$ cat config.mk
export PLATFORM = sky130hd
export DESIGN_NAME = spi_vec_loader_flat
export DESIGN_NICKNAME = d
export VERILOG_FILES = /design/src/rtl/rbz_spi_pkg.sv /design/src/rtl/spi_vec_loader_if.sv /design/src/rtl/sync_2ff.sv /design/src/rtl/spi_vec_loader.sv /design/src/flat_wrapper.sv
export SDC_FILE = /design/constraint.sdc
export NUM_CORES = 1
export LEC_CHECK = 0
export BUFFER_PORTS_ARGS = -buffer_cell sky130_fd_sc_hd__clkbuf_2
export CAP_MARGIN = 40
export CELL_PAD_IN_SITES_DETAIL_PLACEMENT = 0
export CELL_PAD_IN_SITES_GLOBAL_PLACEMENT = 1
export CORE_MARGIN = 2
export CORE_UTILIZATION = 45
export DETAILED_ROUTE_END_ITERATION = 7
export PLACE_DENSITY = 0.87
export SYNTH_ARGS = -nofsm -noshare
export SYNTH_HDL_FRONTEND = slang
export SYNTH_SLANG_ARGS = --single-unit
$ cat constraint.sdc
create_clock -name clk -period 1.92 [get_ports clk]
set_input_delay 0.288 -clock clk [delete_from_list [all_inputs] [get_ports clk]]
set_output_delay 0.288 -clock clk [all_outputs]
set_load 0.03 [all_outputs]
$ cat src/rtl/rbz_spi_pkg.sv
// Shared definitions for the SPI-fed loaders.
// Holds the vector-set defaults, the frame length, the receive state
// enum and the component index constants used to slice o_vectors.
package rbz_spi_pkg;

    localparam int DEF_VEC_W   = 16;
    localparam int DEF_NUM_VEC = 6;
    localparam int FRAME_BITS  = DEF_VEC_W * DEF_NUM_VEC;

    // Component index within o_vectors; px sits in the top slice.
    localparam int PX = 5;
    localparam int PY = 4;
    localparam int FX = 3;
    localparam int FY = 2;
    localparam int VX = 1;
    localparam int VY = 0;

    typedef enum logic [1:0] {
        IDLE  = 2'd0,
        SHIFT = 2'd1,
        DONE  = 2'd2
    } spi_state_e;

endpackage

$ cat src/rtl/spi_vec_loader_if.sv
// SPI pin bundle for the vector loader.
//   sclk : SPI clock (mode 0, sampled on rising edge), asynchronous
//   mosi : SPI data, asynchronous
//   csb  : chip select, active-low, asynchronous
// master drives the pins (host / testbench), slave receives them.
interface spi_vec_if;
    logic sclk;
    logic mosi;
    logic csb;

    modport master (output sclk, output mosi, output csb);
    modport slave  (input  sclk, input  mosi, input  csb);
endinterface

$ cat src/rtl/sync_2ff.sv
// Two-flop synchroniser for a single asynchronous pin.
//   clk, rst_n : destination clock, async active-low reset
//   i_d        : asynchronous input
//   o_q        : synchronised output (2 clk latency)
// RST_VAL sets the idle level both flops load on reset.
module sync_2ff #(
    parameter logic RST_VAL = 1'b0
) (
    input  logic clk,
    input  logic rst_n,
    input  logic i_d,
    output logic o_q
);

    logic r_meta;
    logic r_q;

    always_ff @(posedge clk or negedge rst_n) begin
        if (!rst_n) begin
            r_meta <= RST_VAL;
            r_q    <= RST_VAL;
        end else begin
            r_meta <= i_d;
            r_q    <= r_meta;
        end
    end

    assign o_q = r_q;

endmodule

$ cat src/rtl/spi_vec_loader.sv
// Receives a frame of NUM_VEC vector components over SPI into a shadow
// buffer and commits it to the live outputs on i_vblank_start, so the
// tracer never sees a half-written vector set.
//   clk, rst_n     : pixel clock, async active-low reset
//   spi            : SPI pins (sclk/mosi/csb), all asynchronous
//   i_vblank_start : one-cycle pulse at start of vertical blanking
//   o_vectors      : live vectors, px in the top VEC_W bits
//   o_pending      : shadow holds a complete, uncommitted frame
//   o_updated      : one-cycle pulse when o_vectors changes
//   o_frame_err    : one-cycle pulse when a frame is cut short
//   o_busy         : transfer in progress
module spi_vec_loader
    import rbz_spi_pkg::*;
#(
    parameter int VEC_W   = DEF_VEC_W,
    parameter int NUM_VEC = DEF_NUM_VEC,
    parameter logic [NUM_VEC*VEC_W-1:0] RESET_VEC = '0
) (
    input  logic                       clk,
    input  logic                       rst_n,
    spi_vec_if.slave                   spi,
    input  logic                       i_vblank_start,
    output logic [NUM_VEC*VEC_W-1:0]   o_vectors,
    output logic                       o_pending,
    output logic                       o_updated,
    output logic                       o_frame_err,
    output logic                       o_busy
);

    localparam int FB    = NUM_VEC * VEC_W;
    localparam int CNT_W = $clog2(FB + 1);
    localparam logic [CNT_W-1:0] LAST_IDX = CNT_W'(FB - 1);

    logic w_sclk_s;
    logic w_mosi_s;
    logic w_csb_s;
    logic w_rise;
    logic [FB-1:0] w_shift_nxt;

    logic          r_sclk_d;
    spi_state_e    r_state;
    logic [CNT_W-1:0] r_cnt;
    logic [FB-1:0] r_shift;
    logic [FB-1:0] r_shadow;
    logic [FB-1:0] r_live;
    logic          r_pending;
    logic          r_updated;
    logic          r_frame_err;

    sync_2ff #(.RST_VAL(1'b0)) u_sync_sclk (
        .clk(clk), .rst_n(rst_n), .i_d(spi.sclk), .o_q(w_sclk_s));
    sync_2ff #(.RST_VAL(1'b0)) u_sync_mosi (
        .clk(clk), .rst_n(rst_n), .i_d(spi.mosi), .o_q(w_mosi_s));
    sync_2ff #(.RST_VAL(1'b1)) u_sync_csb (
        .clk(clk), .rst_n(rst_n), .i_d(spi.csb), .o_q(w_csb_s));

    always_ff @(posedge clk or negedge rst_n) begin
        if (!rst_n) r_sclk_d <= 1'b0;
        else        r_sclk_d <= w_sclk_s;
    end

    // mosi has the same synchroniser depth as sclk, so the value seen
    // alongside the detected rise is the one the host set up before it.
    assign w_rise      = w_sclk_s & ~r_sclk_d;
    assign w_shift_nxt = {r_shift[FB-2:0], w_mosi_s};

    always_ff @(posedge clk or negedge rst_n) begin
        if (!rst_n) begin
            r_state     <= IDLE;
            r_cnt       <= '0;
            r_shift     <= '0;
            r_shadow    <= '0;
            r_live      <= RESET_VEC;
            r_pending   <= 1'b0;
            r_updated   <= 1'b0;
            r_frame_err <= 1'b0;
        end else begin
            r_updated   <= 1'b0;
            r_frame_err <= 1'b0;

            // Commit uses the registered pending flag, so a frame that
            // completes in this same cycle waits for the next vblank.
            if (i_vblank_start && r_pending) begin
                r_live    <= r_shadow;
                r_pending <= 1'b0;
                r_updated <= 1'b1;
            end

            case (r_state)
                IDLE: begin
                    r_cnt <= '0;
                    if (!w_csb_s) r_state <= SHIFT;
                end
                SHIFT: begin
                    if (w_csb_s) begin
                        // Deselect with no bits is just a stray csb blip.
                        if (r_cnt != '0) r_frame_err <= 1'b1;
                        r_cnt   <= '0;
                        r_state <= IDLE;
                    end else if (w_rise) begin
                        r_shift <= w_shift_nxt;
                        r_cnt   <= r_cnt + CNT_W'(1);
                        if (r_cnt == LAST_IDX) begin
                            // Assigned after the commit above so a new
                            // frame leaves pending set (latest wins).
                            r_shadow  <= w_shift_nxt;
                            r_pending <= 1'b1;
                            r_state   <= DONE;
                        end
                    end
                end
                DONE: begin
                    // Surplus sclk edges are dropped until deselect.
                    if (w_csb_s) begin
                        r_cnt   <= '0;
                        r_state <= IDLE;
                    end
                end
                default: r_state <= IDLE;
            endcase
        end
    end

    assign o_vectors   = r_live;
    assign o_pending   = r_pending;
    assign o_updated   = r_updated;
    assign o_frame_err = r_frame_err;
    assign o_busy      = (r_state == SHIFT);

endmodule

$ cat src/flat_wrapper.sv
// flat-port wrapper written by rule: the top's interface ports become plain ports
module spi_vec_loader_flat import rbz_spi_pkg::*;
#(
    parameter int VEC_W   = DEF_VEC_W,
    parameter int NUM_VEC = DEF_NUM_VEC,
    parameter logic [NUM_VEC*VEC_W-1:0] RESET_VEC = '0
)
  (clk, rst_n, i_vblank_start, o_vectors, o_pending, o_updated, o_frame_err, o_busy, spi_sclk, spi_mosi, spi_csb);
  spi_vec_if spi_i ();
  input  logic clk;
  input  logic rst_n;
  input  logic i_vblank_start;
  output logic [NUM_VEC*VEC_W-1:0] o_vectors;
  output logic o_pending;
  output logic o_updated;
  output logic o_frame_err;
  output logic o_busy;
  input wire logic [$bits(spi_i.sclk)-1:0] spi_sclk;
  input wire logic [$bits(spi_i.mosi)-1:0] spi_mosi;
  input wire logic [$bits(spi_i.csb)-1:0] spi_csb;
  assign spi_i.sclk = spi_sclk;
  assign spi_i.mosi = spi_mosi;
  assign spi_i.csb = spi_csb;
  spi_vec_loader #(.VEC_W(VEC_W), .NUM_VEC(NUM_VEC), .RESET_VEC(RESET_VEC)) u_core (.clk(clk), .rst_n(rst_n), .spi(spi_i), .i_vblank_start(i_vblank_start), .o_vectors(o_vectors), .o_pending(o_pending), .o_updated(o_updated), .o_frame_err(o_frame_err), .o_busy(o_busy));
endmodule
# --- Word-level counts from Yosys, hierarchy flattened ---
# Cells that the tools add are included.
word_totals:
  inputBits: 6
  word_cells: 53
  out_inout_bits: 100
  regBits: 306
op_classes:
  eq_ne: 7
  n_reduce_logical: 8
  addsub: 1
  n_mux: 19
  bitwise: 3
ops:
  columns: ["op", "n"]
  rows:
  - ["7-bit 2-to-1 mux", 3]
  - ["7-bit case mux with 3 select lines", 1]
  - ["2-bit 2-to-1 mux", 5]
  - ["1-bit 2-to-1 mux", 9]
  - ["4-bit AND reduction", 2]
  - ["7-bit by 1-bit adder with 7-bit output (second input constant)", 1]
  - ["7-bit equality test (second input constant)", 1]
  - ["7-bit nonzero test", 1]
  - ["3-bit by 1-bit != test with 1-bit output (second input constant)", 2]
  - ["2-bit case mux with 3 select lines", 1]
  - ["3-bit AND reduction", 2]
  - ["2-bit != test (second input constant)", 2]
  - ["3-bit nonzero test", 1]
  - ["2-bit by 1-bit equality test with 1-bit output (second input constant)", 1]
  - ["2-bit equality test (second input constant)", 1]
  - ["2-bit logical NOT", 1]
  - ["1-bit NOT", 2]
  - ["1-bit AND", 1]
  - ["1-bit logical AND", 1]

# --- Logic depth before layout (Yosys ltp) ---
# Gate-level depths: netlist of the first run.
logic_depth:
  word_depth: 6
  mapped_depth: 8
  ltp_nobuf: 5

# --- Modules after synthesis ---
# Synthesis of the first run repeated with hierarchy kept, for this count alone.
hier_totals:
  cells_unflattened: 877
  area_unflattened_um2: 11443.5
modules_own_cells:
  columns: ["module", "instances", "area_each_um2", "cells_per_inst"]
  rows:
  - ["spi_vec_loader", 1, 11290.8, 871]
  - ["sync_2ff (u_core.u_sync_mosi ...)", 2, 50.0, 2]
  - ["sync_2ff (u_core.u_sync_csb)", 1, 52.6, 2]

# --- Worst setup path before layout of the first run ---
# No wires, ideal clock.
synth_path:
  kind: "register -> register"
  from: "reg u_core.r_state[0]"
  to: "reg u_core.r_shadow[77]"
  t_required_ns: 1.795
  path_buffers: 4
  arrival_ns: 1.782
  stages_incl_launch_ff: 9
  setup_time_ns: 0.125
  slack_ns: 0.013
  synth_period_minus_slack_ns: 1.907
  path_cell_list: "dfrtp_1 -> nor2b_4 -> and3b_1 -> buf_6 -> and2_4 -> buf_6 -> buf_8 -> buf_8 -> mux2_4"
synth_between:
  elab_chain_len: 2
synth_rtl:
  columns: ["item", "line_no", "rtl"]
  rows:
  - ["start, declared", "spi_vec_loader.sv:41", "spi_state_e r_state;"]
  - ["start signal, assigned", "spi_vec_loader.sv:69", "r_state <= IDLE;"]
  - ["start signal, assigned", "spi_vec_loader.sv:92", "if (!w_csb_s) r_state <= SHIFT;"]
  - ["start signal, assigned", "spi_vec_loader.sv:99", "r_state <= IDLE;"]
  - ["2-bit by 1-bit equality test with 1-bit output", null, null]
  - ["net o_busy", "flat_wrapper.sv:17", "output logic o_busy;"]
  - ["4-bit AND reduction (no source line)", null, null]
  - ["end signal, assigned", "spi_vec_loader.sv:106", "r_shadow <= w_shift_nxt;"]
  - ["end, declared", "spi_vec_loader.sv:44", "logic [FB-1:0] r_shadow;"]
# The timed path passes the listed nets, and every way through them passes these cells.
# A chain may end at the register's enable or synchronous reset.

# --- Worst setup path after layout of the first run ---
layout_path:
  from: "reg u_core.r_state[0]"
  to: "reg u_core.r_shadow[70]"
layout_between:
  elab_chain_len: 2
layout_rtl:
  columns: ["item", "line_no", "rtl"]
  rows:
  - ["2-bit by 1-bit equality test with 1-bit output", "spi_vec_loader.sv:89", "case (r_state)"]
  - ["4-bit AND reduction (no source line)", null, null]
# No other way between the ends.

==> results of run 1 <==
worst max path at each step:
stage | start | slack, ns | cells after the start | end
floorplan | u_core.r_state[0]$_DFFE_PN0P_ | 0.01 | 8 | u_core.r_shadow[77]$_DFFE_PN0P_
global placement | u_core.r_cnt[0]$_DFFE_PN0P_ | 0.05 | 6 | u_core.r_shadow[22]$_DFFE_PN0P_
detailed placement | u_core.r_cnt[0]$_DFFE_PN0P_ | 0.001 | 6 | u_core.r_shadow[63]$_DFFE_PN0P_
CTS | u_core.r_cnt[0]$_DFFE_PN0P_ | 0.05 | 6 | u_core.r_shadow[21]$_DFFE_PN0P_
global route | u_core.r_cnt[0]$_DFFE_PN0P_ | 0.005 | 6 | u_core.r_shadow[21]$_DFFE_PN0P_
finish | u_core.r_state[0]$_DFFE_PN0P_ | 0.08 | 6 | u_core.r_shadow[70]$_DFFE_PN0P_
where the power goes:
group,internal [mW],total (mW),switching (mW)
logic,0.122,0.331,0.209
registers,6.51,6.55,0.0419
clock network,3.45,5.89,2.44
cell families (layout without fill, tap and decap cells):
group | Yosys count | in the layout | synth area share, %
AO/OA/AOI/OAI | 17 | 17 | 0.8942
adder cells (fa/ha/maj) | 2 | 2 | 0.2180
buffers and inverters | 40 | 199 | 2.137
flip-flops | 306 | 306 | 66.75
multiplexers | 287 | 287 | 28.75
AND/OR/NAND/NOR | 24 | 24 | 1.243
area by class of cell:
cell class	instances	area [sq um]
Clock buffer	45	918.4
Clock inverter	13	107.6
Fill cell	2065	11450
Inverter	8	30.03
Multi-Input combinational cell	330	3596
Sequential cell	306	7660
Tap cell	330	412.9
Timing Repair Buffer	133	935.9
state kept, by name, summed over array words and instances (netlist names):
register / count
u_core.r_shift: 95
u_core.u_sync_mosi.r_meta: 1
u_core.u_sync_sclk.o_q: 1
u_core.r_state: 2
u_core.r_shadow: 96
u_core.u_sync_csb.o_q: 1
u_core.u_sync_mosi.o_q: 1
u_core.o_vectors: 96
u_core.o_updated: 1
u_core.u_sync_csb.r_meta: 1
u_core.r_cnt: 7
u_core.u_sync_sclk.r_meta: 1
u_core.o_pending: 1
u_core.r_sclk_d: 1
u_core.o_frame_err: 1
cells in the final DEF, fill, tap and decap left out, drive strengths merged, types with 2 or more instances in the layout:
cell type / n
dfrtp: 304
mux2: 287
clkbuf: 150
buf: 24
inv: 9
clkinv: 7
o21ai: 6
or3: 5
a21oi: 5
clkinvlp: 4
dlygate4sd3: 4
nand2: 4
nor2: 3
nand4: 2
ha: 2
dfstp: 2
nor2b: 2
nor4: 2
nand3: 2
and2: 2
critical path, stage by stage (launching register included):
cell and delay (ns):
dfrtp_1 0.43, nor2b_4 0.20, and3b_4 0.24, and2_4 0.23
buf_12 0.13, buf_12 0.14, mux2_2 0.34
metal layers:
layer	up-vias	track usage, %	routed length [um]
met5	-	0	0
met4	0	3.230	287
met3	29	3.225	975
met2	104	23.22	8969
met1	3025	20.71	8925
li1	2651	-	-
per-stage QoR:
stage	cells	power, mW	hold slack (ns)	area, sq um
6_report	1165	12.77	0.03312	13660
3_3_place_gp	1099	6.997	0.2408	12510
4_1_cts	1162	12.94	0.008701	13590
5_1_grt	1165	13.28	0.04544	13660
3_5_place_dp	1099	7.009	0.2362	12510
2_1_floorplan	676	6.782	-0.007591	11470
what timing repair did:
action / in CTS / in global routing
resized for setup: 1 / 2
buffers inserted: 1 / 2
endpoints found under the hold margin: 45 / 0
gates cloned: 0 / 1
hold buffers: 4 / 0
pin swaps: 1 / 1
endpoints found under the setup margin: 15 / 93
==> out/metrics.yaml, run 1 <==
status:
  outcome: "completed"
job:
  max-cap-violations: 0
worst_setup_path:
  rr_endpoint: "u_core.r_shadow[70]$_DFFE_PN0P_"
  r2r_start: "u_core.r_state[0]$_DFFE_PN0P_"
  r2r_slack_ns: 0.08
  critPathKind: "reg2reg"
  reg2reg_depth: 6
  critPathMaxFanout: 13
  end_kind: "flop"
  start_kind: "flop"
  crit_arrival_ns: 2.26
  worstPathRequired_ns: 2.34
die:
  die_w_um: 163.7
  pin_count: 106
  dieArea_sq_um: 26790
  row_count: 58
  die_y_um: 163.7
  core_sq_um: 25110
  start_util_pct: 45.70
worst_hold_path:
  min-delay-start: "i_vblank_start"
  hp-class: "in2reg"
  hold_depth: 3
  holdPathEnd: "u_core.o_pending$_DFF_PN0_"
timing:
  tightest_slew_ns: 0.6442
  tns_ns: 0
  rsz0062_at_grt: "no"
  hold_viol: 0
  fin_crit_ns: 1.841
  slew_headroom_pct: 56.60
  fin_skew_ns: 0.01491
  max_freq_mhz: 543.2
  worst_slack_ns: 0.07891
  min_period_over_period_pct: 95.89
  drv_slew: 0
  setup_violations: 0
clock_tree:
  clk_pin_slew_worst_paths_ns: 0.06
  cts_tree: "built"
  clkLatencyLatePin_ns: 0.55
  root_buffer: "clkbuf_16"
  cts_sinks: 306
  cts_made_buffers: 31
  clockBufferDepth: 3
  h-tree-depth: 1
drt:
  vias_per_cell: 4.986
  wl_per_cell_um: 16.44
  drt_iter0_drc: 301
  dr.pass1.iters: 4
  route.antenna.remaining_nets: 0
  drc: 0
  vias: 5809
  wl_um: 19160
yosys:
  synth-edff-count: 0
  synthCells: 676
  yosysSeqAreaShare_pct: 66.75
  synth_commonest_cells: "dfrtp_1 (304), mux2_2 (269), mux2_4 (18), buf_4 (10)"
  netlist_top_cells_area: "dfrtp_1 (66%), mux2_2 (26%), mux2_4 (2.4%)"
  syn_area_sq_um: 11470
  synth-seq-cells: 306
  synth.avg_cell_area_sq_um: 16.97
  synth-async-reset-ratio_pct: 100.0
  synth_top_area_cell: "dfrtp_1"
  synth_top_area_share_pct: 66.30
  synth_nets: 684
  synth_cell_type_count: 33
  yosysMostFrequentCell: "dfrtp_1"
  yosys_warnings: 0
  ys.flop_type: "dfrtp_1"
power_and_ir_drop:
  power.leakage_nw: 7.089
  cellPowerDensity_nw_per_um2: 935.1
  worst_ir_drop_vdd_v: 0.0005471
grt:
  grt.total_usage_pct: 14.61
  grt_pass1_wl_um: 31810
  grt_overflow_total: 0
  antenna_found_initial: 0
  grt_max_degree: 68
  grt_pass1_vias: 6096
place:
  routabilityCongestion: 0.7096
  place_ws_ns: 0.001333
  port_buffers: 105
  dp_hpwl_um: 11820
cells_and_area:
  num_antenna_cells: 0
  layout-drive-gt1-share_pct: 57.25
  final_nets: 818
  area_growth_pct: 19.05
  final_core_util_pct: 54.41
No activity file was read; power rests on OpenSTA's default activity.
==> run 2: changes to the inputs <==
--- a/config.mk
+++ b/config.mk
@@ -5,14 +5,14 @@
 export SDC_FILE = /design/constraint.sdc
 export NUM_CORES = 1
 export LEC_CHECK = 0
-export BUFFER_PORTS_ARGS = -buffer_cell sky130_fd_sc_hd__clkbuf_2
 export CAP_MARGIN = 40
 export CELL_PAD_IN_SITES_DETAIL_PLACEMENT = 0
 export CELL_PAD_IN_SITES_GLOBAL_PLACEMENT = 1
 export CORE_MARGIN = 2
-export CORE_UTILIZATION = 45
+export CORE_UTILIZATION = 48
 export DETAILED_ROUTE_END_ITERATION = 7
-export PLACE_DENSITY = 0.87
+export DONT_BUFFER_PORTS = 1
+export PLACE_DENSITY = 0.86
 export SYNTH_ARGS = -nofsm -noshare
 export SYNTH_HDL_FRONTEND = slang
 export SYNTH_SLANG_ARGS = --single-unit
==> run 2 against run 1 <==
  * The flow now finishes with violations (hold timing)
  * Die area is 6.1% lower
  * Clock-buffer cell count shrank 2
  * Via count shrank 4.8%
  * Core utilization rose by 1.4 points
  * Register-to-register slack lost 0.02 ns
  * Power fell by 3.1%
  * Non-clock buffer count shrank 100
==> out/metrics.yaml, run 2 (same netlist as run 1, synthesis figures left out) <==
status:
  outcome: "finished with violations"
  violations: "hold timing"
grt:
  grt_pass1_vias: 5912
  grt_pass1_wl_um: 30330
  grt_overflow_total: 0
  antenna_found_initial: 0
  grt.total_usage_pct: 14.99
  grt_max_degree: 307
worst_setup_path:
  slowest_delay_ns: 0.38
  cp_slowest_cell: "dfrtp_1"
  critPathKind: "reg2reg"
  end_kind: "flop"
  reg2reg_depth: 7
  worstPathRequired_ns: 2.33
  critPathMaxFanout: 10
  path_cells: "ha_2 -> nand3_4 -> nor4_4 -> and2_4 -> buf_6 -> clkbuf_16 -> mux2_2"
  crit_arrival_ns: 2.28
  start_kind: "flop"
timing:
  fin_crit_ns: 1.864
  hold_viol: 304
  min_period_over_period_pct: 97.10
  drv_slew: 0
  slew_headroom_pct: 33.11
  fin_skew_ns: 0.01222
  tns_ns: 0
  worst_slack_ns: 0.05562
  max_freq_mhz: 536.4
  setup_violations: 0
  whs_ns: -0.5548
  tightest_slew_ns: 1.003
power_and_ir_drop:
  worst_ir_drop_vdd_v: 0.0005429
  total_power_mw: 12.38
  cellPowerDensity_nw_per_um2: 944.5
  power.leakage_nw: 6.601
drt:
  drt_iter0_drc: 229
  vias: 5530
  drc: 0
  wl_um: 19460
  route.antenna.remaining_nets: 0
  wl_per_cell_um: 18.55
  dr.pass1.iters: 4
  vias_per_cell: 5.272
job:
  max-cap-violations: 0
cells_and_area:
  final_core_util_pct: 55.83
  area_growth_pct: 14.20
  num_antenna_cells: 0
  final_nets: 716
  mostFrequentLayoutCells: "dfrtp_1 (304), mux2_2 (268), clkbuf_16 (33), mux2_4 (19), buf_4 (14)"
  layout-drive-gt1-share_pct: 50.96
  final_common_cell: "dfrtp_1"
die:
  start_util_pct: 48.89
  die_y_um: 158.6
  dieArea_sq_um: 25160
  pin_count: 106
  core_sq_um: 23470
  die_w_um: 158.6
  row_count: 56
clock_tree:
  cts_hold_buf: 4
  cts_tree: "built"
  cts_made_buffers: 29
  clockBufferDepth: 3
  root_buffer: "clkbuf_16"
  clk_pin_slew_worst_paths_ns: 0.06
  h-tree-depth: 1
  clkLatencyLatePin_ns: 0.53
  cts_sinks: 306
place:
  port_buffers: 0
  place_ws_ns: -0.08414
  routabilityCongestion: 0.7265
  dp_hpwl_um: 11270
worst_hold_path:
  hp-class: "in2async"
[run 2: cell types whose count changed in the layout (fill, tap and decap cells not counted), moves of 2 or more]
cell,before,now
buf_12,13,5
clkbuf_2,104,0
buf_6,0,2
clkbuf_1,5,7
clkinvlp_4,4,0
buf_16,0,2
clkbuf_8,9,7
buf_4,10,14
[run 2: area by class of cell]
class                   instances  area (sq um)
well taps                     319         399.1
clock buffers                  43         848.3
flip-flops and latches        306          7660
inverters                       8         30.03
fillers                      1812         10370
multi-input cells             330          3610
repair buffers                 33         452.9
clock inverters                10         103.9
[run 2: worst paths after layout]
kind	start	endpoint	slack, ns
max in group asynchronous	rst_n	u_core.r_shift[50]$_DFFE_PN0P_	1.64
worst max-delay path	u_core.r_cnt[0]$_DFFE_PN0P_	u_core.r_shadow[63]$_DFFE_PN0P_	0.06
worst min-delay path	rst_n	u_core.r_shadow[92]$_DFFE_PN0P_	-0.55
worst max register to register	u_core.r_cnt[0]$_DFFE_PN0P_	u_core.r_shadow[63]$_DFFE_PN0P_	0.06
min in group clk	i_vblank_start	u_core.o_vectors[95]$_DFFE_PN0P_	0.13
worst min register to register	u_core.u_sync_csb.r_meta$_DFF_PN1_	u_core.u_sync_csb.o_q$_DFF_PN1_	0.36
[run 2: metal layers]
| metal | vias up | part of all wire, % | wire length, um | GRT usage [%] |
|---|---|---|---|---|
| met3 | 40 | 6.4 | 1249 | 4.028 |
| met1 | 2919 | 41 | 8067 | 18.16 |
| met2 | 125 | 50 | 9770 | 26.37 |
| met5 | - | 0 | 0 | 0 |
| met4 | 0 | 1.9 | 371 | 4.247 |
| li1 | 2446 | - | - | - |
[run 2: metrics by stage]
stage | std cells | area (sq um)
floorplan | 676 | 11470
global placement | 979 | 11850
detailed placement | 979 | 11850
CTS | 1036 | 12870
global route | 1049 | 13100
finish | 1049 | 13100
[run 2: power breakdown]
| part | internal [mW] | switching, mW |
|---|---|---|
| sequential | 6.51 | 0.0484 |
| clock | 3.32 | 2.32 |
| combinational | 0.104 | 0.0799 |
| total | 9.93 | 2.44 |
[run 2: critical path: cells and delay by family, from the launching register on]
| kind | cells | cell delay, ns |
|---|---|---|
| buf+inv | 2 | 0.30 |
| flops | 1 | 0.38 |
| mux | 1 | 0.33 |
| fa+ha+maj | 1 | 0.22 |
| simple gates | 3 | 0.51 |
[run 2: timing repair]
item / 4_1_cts / 5_1_grt
hold endpoints to repair: 310 / 306
gates cloned: 0 / 6
resized for setup: 6 / 9
setup buffers: 0 / 7
setup endpoints to repair: 95 / 83
pin swaps: 0 / 1
==> run 3: changes to the inputs <==
--- a/config.mk
+++ b/config.mk
@@ -8,7 +8,6 @@
 export CAP_MARGIN = 40
 export CELL_PAD_IN_SITES_DETAIL_PLACEMENT = 0
 export CELL_PAD_IN_SITES_GLOBAL_PLACEMENT = 1
-export CORE_MARGIN = 2
 export CORE_UTILIZATION = 48
 export DETAILED_ROUTE_END_ITERATION = 7
 export DONT_BUFFER_PORTS = 1
==> run 3 against run 2 <==
  * The run ends with hold timing, setup timing left
  * Final area decreased by 0.37%
  * Fmax is 3.1% lower
  * Sequential cell count is the same
  * Final cell count decreased by 0.19%
  * Setup slack got worse by 0.060 ns
  * Combinational power is 7% lower
  * First-iteration DRC count up 14%
  * Power up 1.7%
  * Die area down 2.5%
  * Clock-buffer cell count up 6
  * Sequential share of layout area is 0.22 points higher
  * Critical path type unchanged
  * Critical endpoint is now u_core.r_shadow[59]$_DFFE_PN0P_
  * Largest power group unchanged
  * Highest routed layer unchanged
==> out/metrics.yaml, run 3 (same netlist as run 1, synthesis figures left out) <==
timing:
  max_freq_mhz: 519.6
  fin_skew_ns: 0.01016
  min_period_over_period_pct: 100.2
  slew_headroom_pct: 46.09
  setup_violations: 3
  fin_crit_ns: 1.924
  rsz0062_at_grt: "yes"
  drv_slew: 0
  worst_slack_ns: -0.004490
  tightest_slew_ns: 0.8087
  hold_viol: 305
  whs_ns: -0.5458
power_and_ir_drop:
  total_power_mw: 12.59
  cellPowerDensity_nw_per_um2: 964.4
  pwr-share-comb_pct: 1.4
  pwr-share-seq_pct: 52.1
  p_int_mw: 10.14
  worst_ir_drop_vdd_v: 0.0005303
  switching_share_pct: 19.49
  power.leakage_nw: 6.574
  p_switching_mw: 2.454
  clkPwrFrac_pct: 46.5
cells_and_area:
  seqCellArea_sq_um: 7660
  final_common_cell: "dfrtp_1"
  mostFrequentLayoutCells: "dfrtp_1 (304), mux2_2 (269), clkbuf_16 (34), mux2_4 (18), buf_4 (14)"
  layout-drive-gt1-share_pct: 50.55
  fillCellCount: 1771
  design_area_sq_um: 13060
  area_growth_pct: 13.77
  multi_input_area_sq_um: 3617
  num_antenna_cells: 0
  final_nets: 713
worst_setup_path:
  start_kind: "flop"
  cp_slowest_cell: "dfrtp_1"
  critPathKind: "reg2reg"
  critPathTopFamily: "simple AND/OR/NAND/NOR gates"
  crit_buf_inv: 1
  end_kind: "flop"
  worstPathRequired_ns: 2.34
  crit_arrival_ns: 2.34
  path_cells: "ha_2 -> nand3_4 -> nor4_4 -> and2_4 -> buf_4 -> mux2_2"
  slowest_delay_ns: 0.35
  critPathMaxFanout: 9
place:
  routabilityCongestion: 0.7377
  place_ws_ns: -0.007684
  port_buffers: 0
  placed_area_sq_um: 11860
  dp_hpwl_um: 11430
die:
  die_y_um: 156.6
  start_util_pct: 48.89
  core_sq_um: 23470
  pin_count: 106
  dieArea_sq_um: 24530
  row_count: 56
  die_w_um: 156.6
clock_tree:
  clkLatencyLatePin_ns: 0.54
  cts_sinks: 306
  cts_hold_buf: 4
  cts_made_buffers: 30
  h-tree-depth: 1
  clk_pin_slew_worst_paths_ns: 0.06
  root_buffer: "clkbuf_16"
  clockBufferDepth: 3
  cts_tree: "built"
status:
  violations: "hold timing, setup timing"
  outcome: "finished with violations"
grt:
  grt_overflow_total: 0
  antenna_found_initial: 0
  grt_max_degree: 307
  grt.total_usage_pct: 15.98
  grt_pass1_wl_um: 31100
  grt_pass1_vias: 5976
drt:
  highest_layer: "met4"
  wl_um: 19520
  met1_length_um: 8378
  vias_per_cell: 5.220
  wl_met3_um: 1204
  route.antenna.remaining_nets: 0
  wl_per_cell_um: 18.64
  vias: 5465
  drc: 0
  dr.pass1.iters: 4
  drt_iter0_drc: 262
  dr_wl_met2_um: 9629
worst_hold_path:
  hp-class: "in2async"
job:
  max-cap-violations: 0
-- run 3: cell types whose count changed in the layout (fill, tap and decap cells not counted), moves of 2 or more --
| cell | delta |
|---|---|
| buf_8 | -2 |
| buf_16 | -2 |
| clkbuf_1 | +3 |
| clkinv_2 | -4 |
-- run 3: per-layer routing --
metal	vias to the layer above	GRT usage (%)
met5	-	0
met4	0	4.015
met3	27	4.542
met2	122	26.85
met1	2877	20.38
li1	2439	-
-- run 3: path summary, 6_finish.rpt --
| check | startpoint | end | slack (ns) | cells after the start |
|---|---|---|---|---|
| hold / removal | rst_n | u_core.r_shift[90]$_DFFE_PN0P_ | -0.55 | 0 |
| setup / recovery | u_core.r_cnt[1]$_DFFE_PN0P_ | u_core.r_shadow[59]$_DFFE_PN0P_ | -0.004 | 6 |
| setup reg to reg | u_core.r_cnt[1]$_DFFE_PN0P_ | u_core.r_shadow[59]$_DFFE_PN0P_ | -0.004 | 6 |
| max in group asynchronous | rst_n | u_core.r_shift[52]$_DFFE_PN0P_ | 1.79 | 0 |
| min in group clk | i_vblank_start | u_core.o_updated$_DFF_PN0_ | 0.16 | 3 |
| hold reg to reg | u_core.u_sync_sclk.r_meta$_DFF_PN0_ | u_core.u_sync_sclk.o_q$_DFF_PN0_ | 0.35 | 0 |
-- run 3: final cells by class --
class                   count  share of cell area, %
clock inverters             6                 0.6325
well taps                 319                  3.057
flip-flops and latches    306                  58.67
clock buffers              49                  7.073
repair buffers             28                  2.626
multi-input cells         331                  27.71
inverters                   8                 0.2300
-- run 3: what timing repair did --
| action | 4_1_cts | 5_1_grt |
|---|---|---|
| resized for setup | 1 | 7 |
| buffers inserted | 0 | 2 |
| pin swaps | 1 | 2 |
| gates cloned | 0 | 5 |
| endpoints found under the hold margin | 310 | 306 |
| setup endpoints to repair | 30 | 91 |
-- run 3: per-stage QoR --
step           hold WS (ns)   TNS (ns)  cells  util [%]
2_1_floorplan     -0.007591          0    676         -
3_3_place_gp       0.002466          0    981     50.54
3_5_place_dp     -0.0001203   -0.01553    981     50.54
4_1_cts             -0.5785          0   1040     55.02
5_1_grt             -0.5811     -6.524   1047     55.62
6_report            -0.5458  -0.006183   1047     55.62
-- run 3: power by group through the flow --
stage / clock network (mW) / logic (mW) / registers [mW]
6_report: 5.85 / 0.171 / 6.56
5_1_grt: 6.28 / 0.188 / 6.57
4_1_cts: 6.01 / 0.172 / 6.56
3_5_place_dp: 0 / 0.164 / 6.68
3_3_place_gp: 0 / 0.151 / 6.68
2_1_floorplan: 0 / 0.112 / 6.67
